`config.mk`:
```
export PLATFORM = sky130hd
export DESIGN_NAME = handshake_fifo
export DESIGN_NICKNAME = d
export VERILOG_FILES = /design/src/rtl/handshake_fifo.sv
export SDC_FILE = /design/constraint.sdc
export NUM_CORES = 1
export LEC_CHECK = 0
export BUFFER_PORTS_ARGS = -buffer_cell sky130_fd_sc_hd__buf_2
export CORE_UTILIZATION = 47
export CTS_CLUSTER_DIAMETER = 40
export CTS_CLUSTER_SIZE = 25
export DETAILED_ROUTE_END_ITERATION = 7
export PLACE_DENSITY = 0.67
export SETUP_SLACK_MARGIN = 0.2
export SYNTH_ARGS = -nofsm -noshare
export SYNTH_HDL_FRONTEND = slang
export SYNTH_SLANG_ARGS = --single-unit
```
`constraint.sdc`:
```
create_clock -name clock -period 6.4 [get_ports clock]
set_clock_uncertainty 0.05 [all_clocks]
set_input_delay 0.64 -clock clock [delete_from_list [all_inputs] [get_ports clock]]
set_output_delay 0.64 -clock clock [all_outputs]
set_load 0.01 [all_outputs]
```
`src/rtl/handshake_fifo.sv`:
```
// Valid/ready elastic buffer: DEPTH-entry FIFO between an upstream producer and a
// downstream consumer, with every output driven straight from a flop.
module handshake_fifo #(
    parameter int VALUE_BITS = 8,
    parameter int DEPTH      = 4
) (
    input  logic                         clock,
    input  logic                         reset_n,
    input  logic [VALUE_BITS-1:0]        i_value,
    input  logic                         i_valid,
    output logic                         o_ready,
    output logic [VALUE_BITS-1:0]        o_value,
    output logic                         o_valid,
    input  logic                         i_ready,
    output logic [$clog2(DEPTH+1)-1:0]   level
);

    localparam int LW = $clog2(DEPTH + 1);
    localparam int PW = $clog2(DEPTH);
    localparam logic [LW-1:0] FULL_LEVEL = LW'(DEPTH);

    logic [VALUE_BITS-1:0] mem [DEPTH];
    logic [PW-1:0]         wr_ptr;
    logic [PW-1:0]         rd_ptr;
    logic [PW-1:0]         rd_ptr_next;
    logic                  push;
    logic                  pop;
    logic [LW-1:0]         level_next;
    logic [VALUE_BITS-1:0] head_next;

    // The head after this edge is either an older stored word or, when the buffer
    // drains to just the incoming word, i_value itself (not yet in mem).
    always_comb begin
        push        = i_valid && o_ready;
        pop         = o_valid && i_ready;
        level_next  = level + LW'(push) - LW'(pop);
        rd_ptr_next = rd_ptr + PW'(pop);
        head_next   = '0;
        if (level_next != '0) begin
            if (push && (wr_ptr == rd_ptr_next)) begin
                head_next = i_value;
            end else begin
                head_next = mem[rd_ptr_next];
            end
        end
    end

    always_ff @(posedge clock) begin
        if (reset_n && push) begin
            mem[wr_ptr] <= i_value;
        end
    end

    always_ff @(posedge clock) begin
        if (!reset_n) begin
            wr_ptr  <= '0;
            rd_ptr  <= '0;
            level   <= '0;
            o_ready <= 1'b0;
            o_valid <= 1'b0;
            o_value <= '0;
        end else begin
            if (push) begin
                wr_ptr <= wr_ptr + PW'(1);
            end
            rd_ptr  <= rd_ptr_next;
            level   <= level_next;
            o_ready <= (level_next != FULL_LEVEL);
            o_valid <= (level_next != '0);
            o_value <= head_next;
        end
    end

    a_level_bound : assert property (@(posedge clock) disable iff (!reset_n)
        level <= FULL_LEVEL);
    a_valid_level : assert property (@(posedge clock) disable iff (!reset_n)
        o_valid == (level != '0));

endmodule

```
Word-level counts from Yosys, hierarchy flattened
Memories as Yosys holds them, arrays and structs flattened. A register that Yosys moved wholly into a read port is not among the register bits.
Cells that the tools add are included.
- add/sub/neg operators: 4
- equal/unequal tests: 1
- mux-type cells: 2
- reduce and logical (&&, ||, !) cells: 6
- operator list (kind ; number):
    adder 3 x 1 -> 3 bit ; 1
    logical AND 1 bit ; 3
    inequality test 3 bit, second input constant ; 1
    nonzero test 3 bit ; 1
    subtractor 3 x 1 -> 3 bit ; 1
    adder 2 x 1 -> 2 bit ; 1
    adder 2 x 1 -> 2 bit, second input constant ; 1
    2-to-1 mux 1 bit ; 2
    AND reduction 2 bit ; 1
    logical NOT 1 bit ; 1
- bits in registers: 9
- bits in writable memories: 32
- word-level logic and storage cells: 19
- memories kept: 1
- memories (name ; words ; bits a word ; read ports ; clocked after memory_dff ; write ports ; line ; RTL):
    mem ; 4 ; 8 ; 1 ; 1 ; 1 ; 22 ; logic [VALUE_BITS-1:0] mem [DEPTH];

Logic depth before layout (Yosys ltp)
- depth after elaboration: 6
- gate-level depth with buffers: 8
- depth with buffers taken out: 8

Worst setup path after synthesis
Ideal clock, no wire load.
- path kind: input -> register
- start point: input i_ready
- end point: register o_value[0] (read register of mem)
- library setup time: 0.137 ns
- data arrival time: 2.260 ns
- data required time: 6.213 ns
- slack: 3.953 ns
- cell stages on the path: 8
- path through: and2_1 xnor2_1 ha_1 fa_1 xnor2_1 xnor2_1 o31ai_2 nor2_1
- cells in the longest elaborated chain, start to end: 5
- RTL lines (element ; line ; RTL):
    start, declared ; 14 ; input logic i_ready,
    logical AND 1 bit (*) ; 35 ; pop = o_valid && i_ready;
    subtractor 3 x 1 -> 3 bit ; 36 ; level_next = level + LW'(push) - LW'(pop);
    nonzero test 3 bit ; 39 ; if (level_next != '0) begin
    AND reduction 2 bit (no line) ; -- ;
    logical NOT 1 bit (no line) ; -- ;
    end, declared ; 12 ; output logic [VALUE_BITS-1:0] o_value,
Mark *: on every way between the ends. The rest lies on a longest branch, timed or not.
A chain may end at the register's enable or synchronous reset.

Final worst setup path
- start point: input i_ready
- end point: register o_value[1] (read register of mem)
Same word-level chain as after synthesis.

==> flow_summary.rst <==
.. list-table::
   :header-rows: 1

   * - Metric
     - Value
   * - Result of the run
     - finished, violations left
   * - Violations in the final reports
     - design-rule violations
   * - Highest fanout seen on the critical path
     - 9
   * - Final Routed Wirelength
     - 3089 um
   * - Fraction of the core area covered by cells at the end of the flow
     - 0.5687
   * - Gr ovfl total
     - 0
   * - Initial antenna violation count
     - 0
   * - Worst-margin pin slew
     - 0.6727 ns
   * - Endpoint of the most critical register-to-register path
     - o_value[1]
   * - Largest area contributor in the netlist
     - sky130_fd_sc_hd__edfxtp_1
   * - Worst path required time
     - 6.51 ns
   * - Area fraction of the dominant cell type after synthesis
     - 0.4892
   * - Multi-input logic area
     - 638.1 sq um
   * - Synth Area in Compound Gates
     - 0.01401
   * - Nature of the critical path endpoint
     - register
   * - Highest-count cells in the layout ignoring fill and taps
     - 32 x sky130_fd_sc_hd__edfxtp_1, 24 x sky130_fd_sc_hd__buf_2, 17 x sky130_fd_sc_hd__dfxtp_1
   * - Gates resized, CTS repair
     - 0
   * - Number of pins with negative max-slew slack in the final report
     - 0
   * - Vias in the first global route
     - 965
   * - Drt initial violations
     - 66
   * - Setup repair after global routing missed its margin
     - false
   * - Switching Power
     - 261.5 uW
   * - Final nets
     - 162
   * - Routed vias/inst
     - 5.129
   * - CTS tree
     - done
   * - Standard-cell rows
     - 23
   * - Effective utilization at floorplan
     - 0.4911
   * - Upper clock frequency limit
     - 0.3988 GHz
   * - Part of the total power dissipated in the clock network
     - 0.276
   * - Setup violations, final
     - 0
   * - DR DRC count
     - 2
   * - Multiplexer area fraction after synthesis
     - 0.1478
   * - Net switching share of the total power
     - 0.2814
   * - Max transition margin
     - 0.5488
   * - Post-synthesis share of cell area spent on xor and xnor gates
     - 0.04204
   * - Global routing usage summed across all routing layers
     - 0.1622
   * - Part of the cycle the worst path needs
     - 0.3918
   * - Period minus WS final
     - 2.507 ns
   * - Setup Fix Bufs, Post-CTS
     - 0
   * - Most area-consuming cells after synthesis
     - sky130_fd_sc_hd__edfxtp_1 49%, sky130_fd_sc_hd__dfxtp_1 17%, sky130_fd_sc_hd__mux4_1 11%
   * - Pint
     - 667.6 uW
   * - IO buf count
     - 24
   * - Buffer type at the clock tree root
     - sky130_fd_sc_hd__clkbuf_8
   * - Number of cells produced by synthesis
     - 114
   * - Pin count of the biggest net entering global routing
     - 17
   * - Pwr per Cell Area
     - 408.4 nW/um^2
   * - Combined area of all synthesized cells
     - 1964 sq um
   * - Final estimated routing congestion in global placement
     - 0.7421
   * - Maximum clock insertion buffer count
     - 2
   * - Min-Delay Path Class
     - reg2reg
   * - Unique masters post-synth
     - 20
   * - Share of layout cells above drive strength 1
     - 0.2431
   * - Final hold vios
     - 0
   * - Hold slack
     - 0.4792 ns
   * - Leakage dissipation
     - 0.9162 nW
   * - Horizontal extent of the die
     - 66.65 um
   * - Worst R2R Setup Slack
     - 3.96 ns
   * - Start point of the critical path
     - i_ready
   * - DR pass1 iterations
     - 6
   * - Clock Latency Late Sink
     - 0.29 ns
   * - Logic pwr share
     - 0.291
   * - Max-Cap Viols
     - 0
   * - Synth Net Count
     - 133
   * - Main combinational cell family by area after synthesis
     - multiplexers
   * - Logic depth of the worst register-to-register path
     - 8
   * - Count of yosys warnings during synthesis
     - 0
   * - Area growth from synthesis to layout
     - 15.80%
   * - Number of diodes added for antenna fixing
     - 0
   * - Post-DRT Antenna Nets
     - 0
   * - Number of buffers inserted during clock tree synthesis
     - 5
   * - Clk pin slew, worst setup/hold paths
     - 0.08 ns
   * - Launching point of the worst reg2reg path
     - o_ready
   * - Synthesized area per cell
     - 17.23 sq um
   * - Worst Path Arrival
     - 2.62 ns
   * - Post-Synth Adder-Cell Area
     - 0.04841
   * - Hold_buf cts
     - 0
   * - I/O pin count
     - 25
   * - DIE AREA
     - 4442 sq um
   * - Post-Synth Simple-Gate Area
     - 0.07261
   * - IR drop worst, VDD
     - 181.9 uV
   * - CTS Sinks
     - 49
   * - H-tree depth
     - 2
   * - Die extent in y
     - 66.65 um
   * - Crit path capture
     - o_value[1]
   * - Share of total power in sequential cells
     - 0.433
   * - Most common cell after layout, fill and taps aside
     - sky130_fd_sc_hd__edfxtp_1
   * - Global-route wire length before repair
     - 4885 um
   * - Number of vias in the routed layout
     - 995
   * - FILL cells
     - 320
   * - Crit Path Category
     - in2reg
   * - Placeable core region
     - 4000 sq um
   * - Startpoint class of the critical path
     - input pin
   * - Number of flip-flops and latches in the synthesized netlist
     - 49
   * - Placed wire-length estimate after detailed placement
     - 2160 um
   * - Part of the Yosys area used for sequential elements
     - 0.6624
   * - DR WL/cell
     - 15.92 um
   * - FF+latch area
     - 1301 sq um
   * - Final TNS setup
     - 0 ns
[flip-flops by register name, summed over array words and instances, names as in the netlist]
name / cells
level: 3
mem: 32
wr_ptr: 2
o_ready: 1
o_valid: 1
o_value: 8
rd_ptr: 2
[worst min path at each step]
stage | start | endpoint | slack (ns) | depth (start not counted)
6_report | o_ready | wr_ptr[1] | 0.48 | 2
5_1_grt | i_value[2] | mem[0][2] | 0.51 | 1
4_1_cts | o_ready | wr_ptr[1] | 0.49 | 2
3_5_place_dp | o_ready | wr_ptr[1] | 0.48 | 2
3_3_place_gp | o_ready | wr_ptr[1] | 0.46 | 2
2_1_floorplan | wr_ptr[1] | wr_ptr[1] | 0.44 | 2
[power by group through the flow]
stage / combinational (mW) / clock (mW) / sequential [mW]
finish: 0.271 / 0.256 / 0.402
global route: 0.299 / 0.276 / 0.407
floorplan: 0.184 / 0 / 0.423
detailed placement: 0.275 / 0 / 0.410
global placement: 0.267 / 0 / 0.409
CTS: 0.275 / 0.262 / 0.403
[cell families (layout without fill, tap and decap cells)]
logic type,after synthesis,after routing
fa+ha+maj,7,7
compound gates,3,3
flops,49,49
simple gates,26,26
mux,16,16
xor+xnor,7,7
buf+inv,6,36
[cell usage after synthesis, drive strengths merged]
cell,instances
edfxtp,32
nand3,2
xor2,1
mux2i,8
inv,4
and2,11
xnor3,1
a21boi,2
buf,1
fa,1
o31ai,1
mux4,8
dfxtp,17
ha,6
xnor2,5
nor2,9
clkbuf,1
and3,1
nand2,3
[area by class of cell]
class / count / area share
Clock inverter: 3 / 0.03025
Clock buffer: 5 / 0.03025
Tap cell: 50 / 0.02750
Sequential cell: 49 / 0.5721
Inverter: 4 / 0.006601
Multi-Input combinational cell: 59 / 0.2805
Timing Repair Buffer: 24 / 0.05281
[critical path, stage by stage]
cell and delay [ns]:
sky130_fd_sc_hd__buf_2 0.09, sky130_fd_sc_hd__and2_1 0.17, sky130_fd_sc_hd__xnor2_1 0.14, sky130_fd_sc_hd__ha_1 0.19, sky130_fd_sc_hd__fa_1 0.38, sky130_fd_sc_hd__xnor2_1 0.15
sky130_fd_sc_hd__xnor2_1 0.17, sky130_fd_sc_hd__o31ai_2 0.57, sky130_fd_sc_hd__nor2_1 0.11
[layer usage]
metal / vias up / part of all wire / GRT usage
met5: - / 0 / 0
met4: 0 / 0.020 / 0.07181
met3: 7 / 0.036 / 0.05651
met2: 16 / 0.48 / 0.2399
met1: 492 / 0.47 / 0.2144
li1: 480 / - / -
[metrics by stage]
stage               instance area [sq um]  power (mW)  setup WS (ns)  cells
CTS                                  2275      0.9399          3.852    194
global route                         2275      0.9815          3.736    194
floorplan                            1964      0.6064          3.953    114
finish                               2275      0.9290          3.893    194
global placement                     2137      0.6756          3.620    186
detailed placement                   2137      0.6850          3.512    186
(Power assumes the default switching activity.)
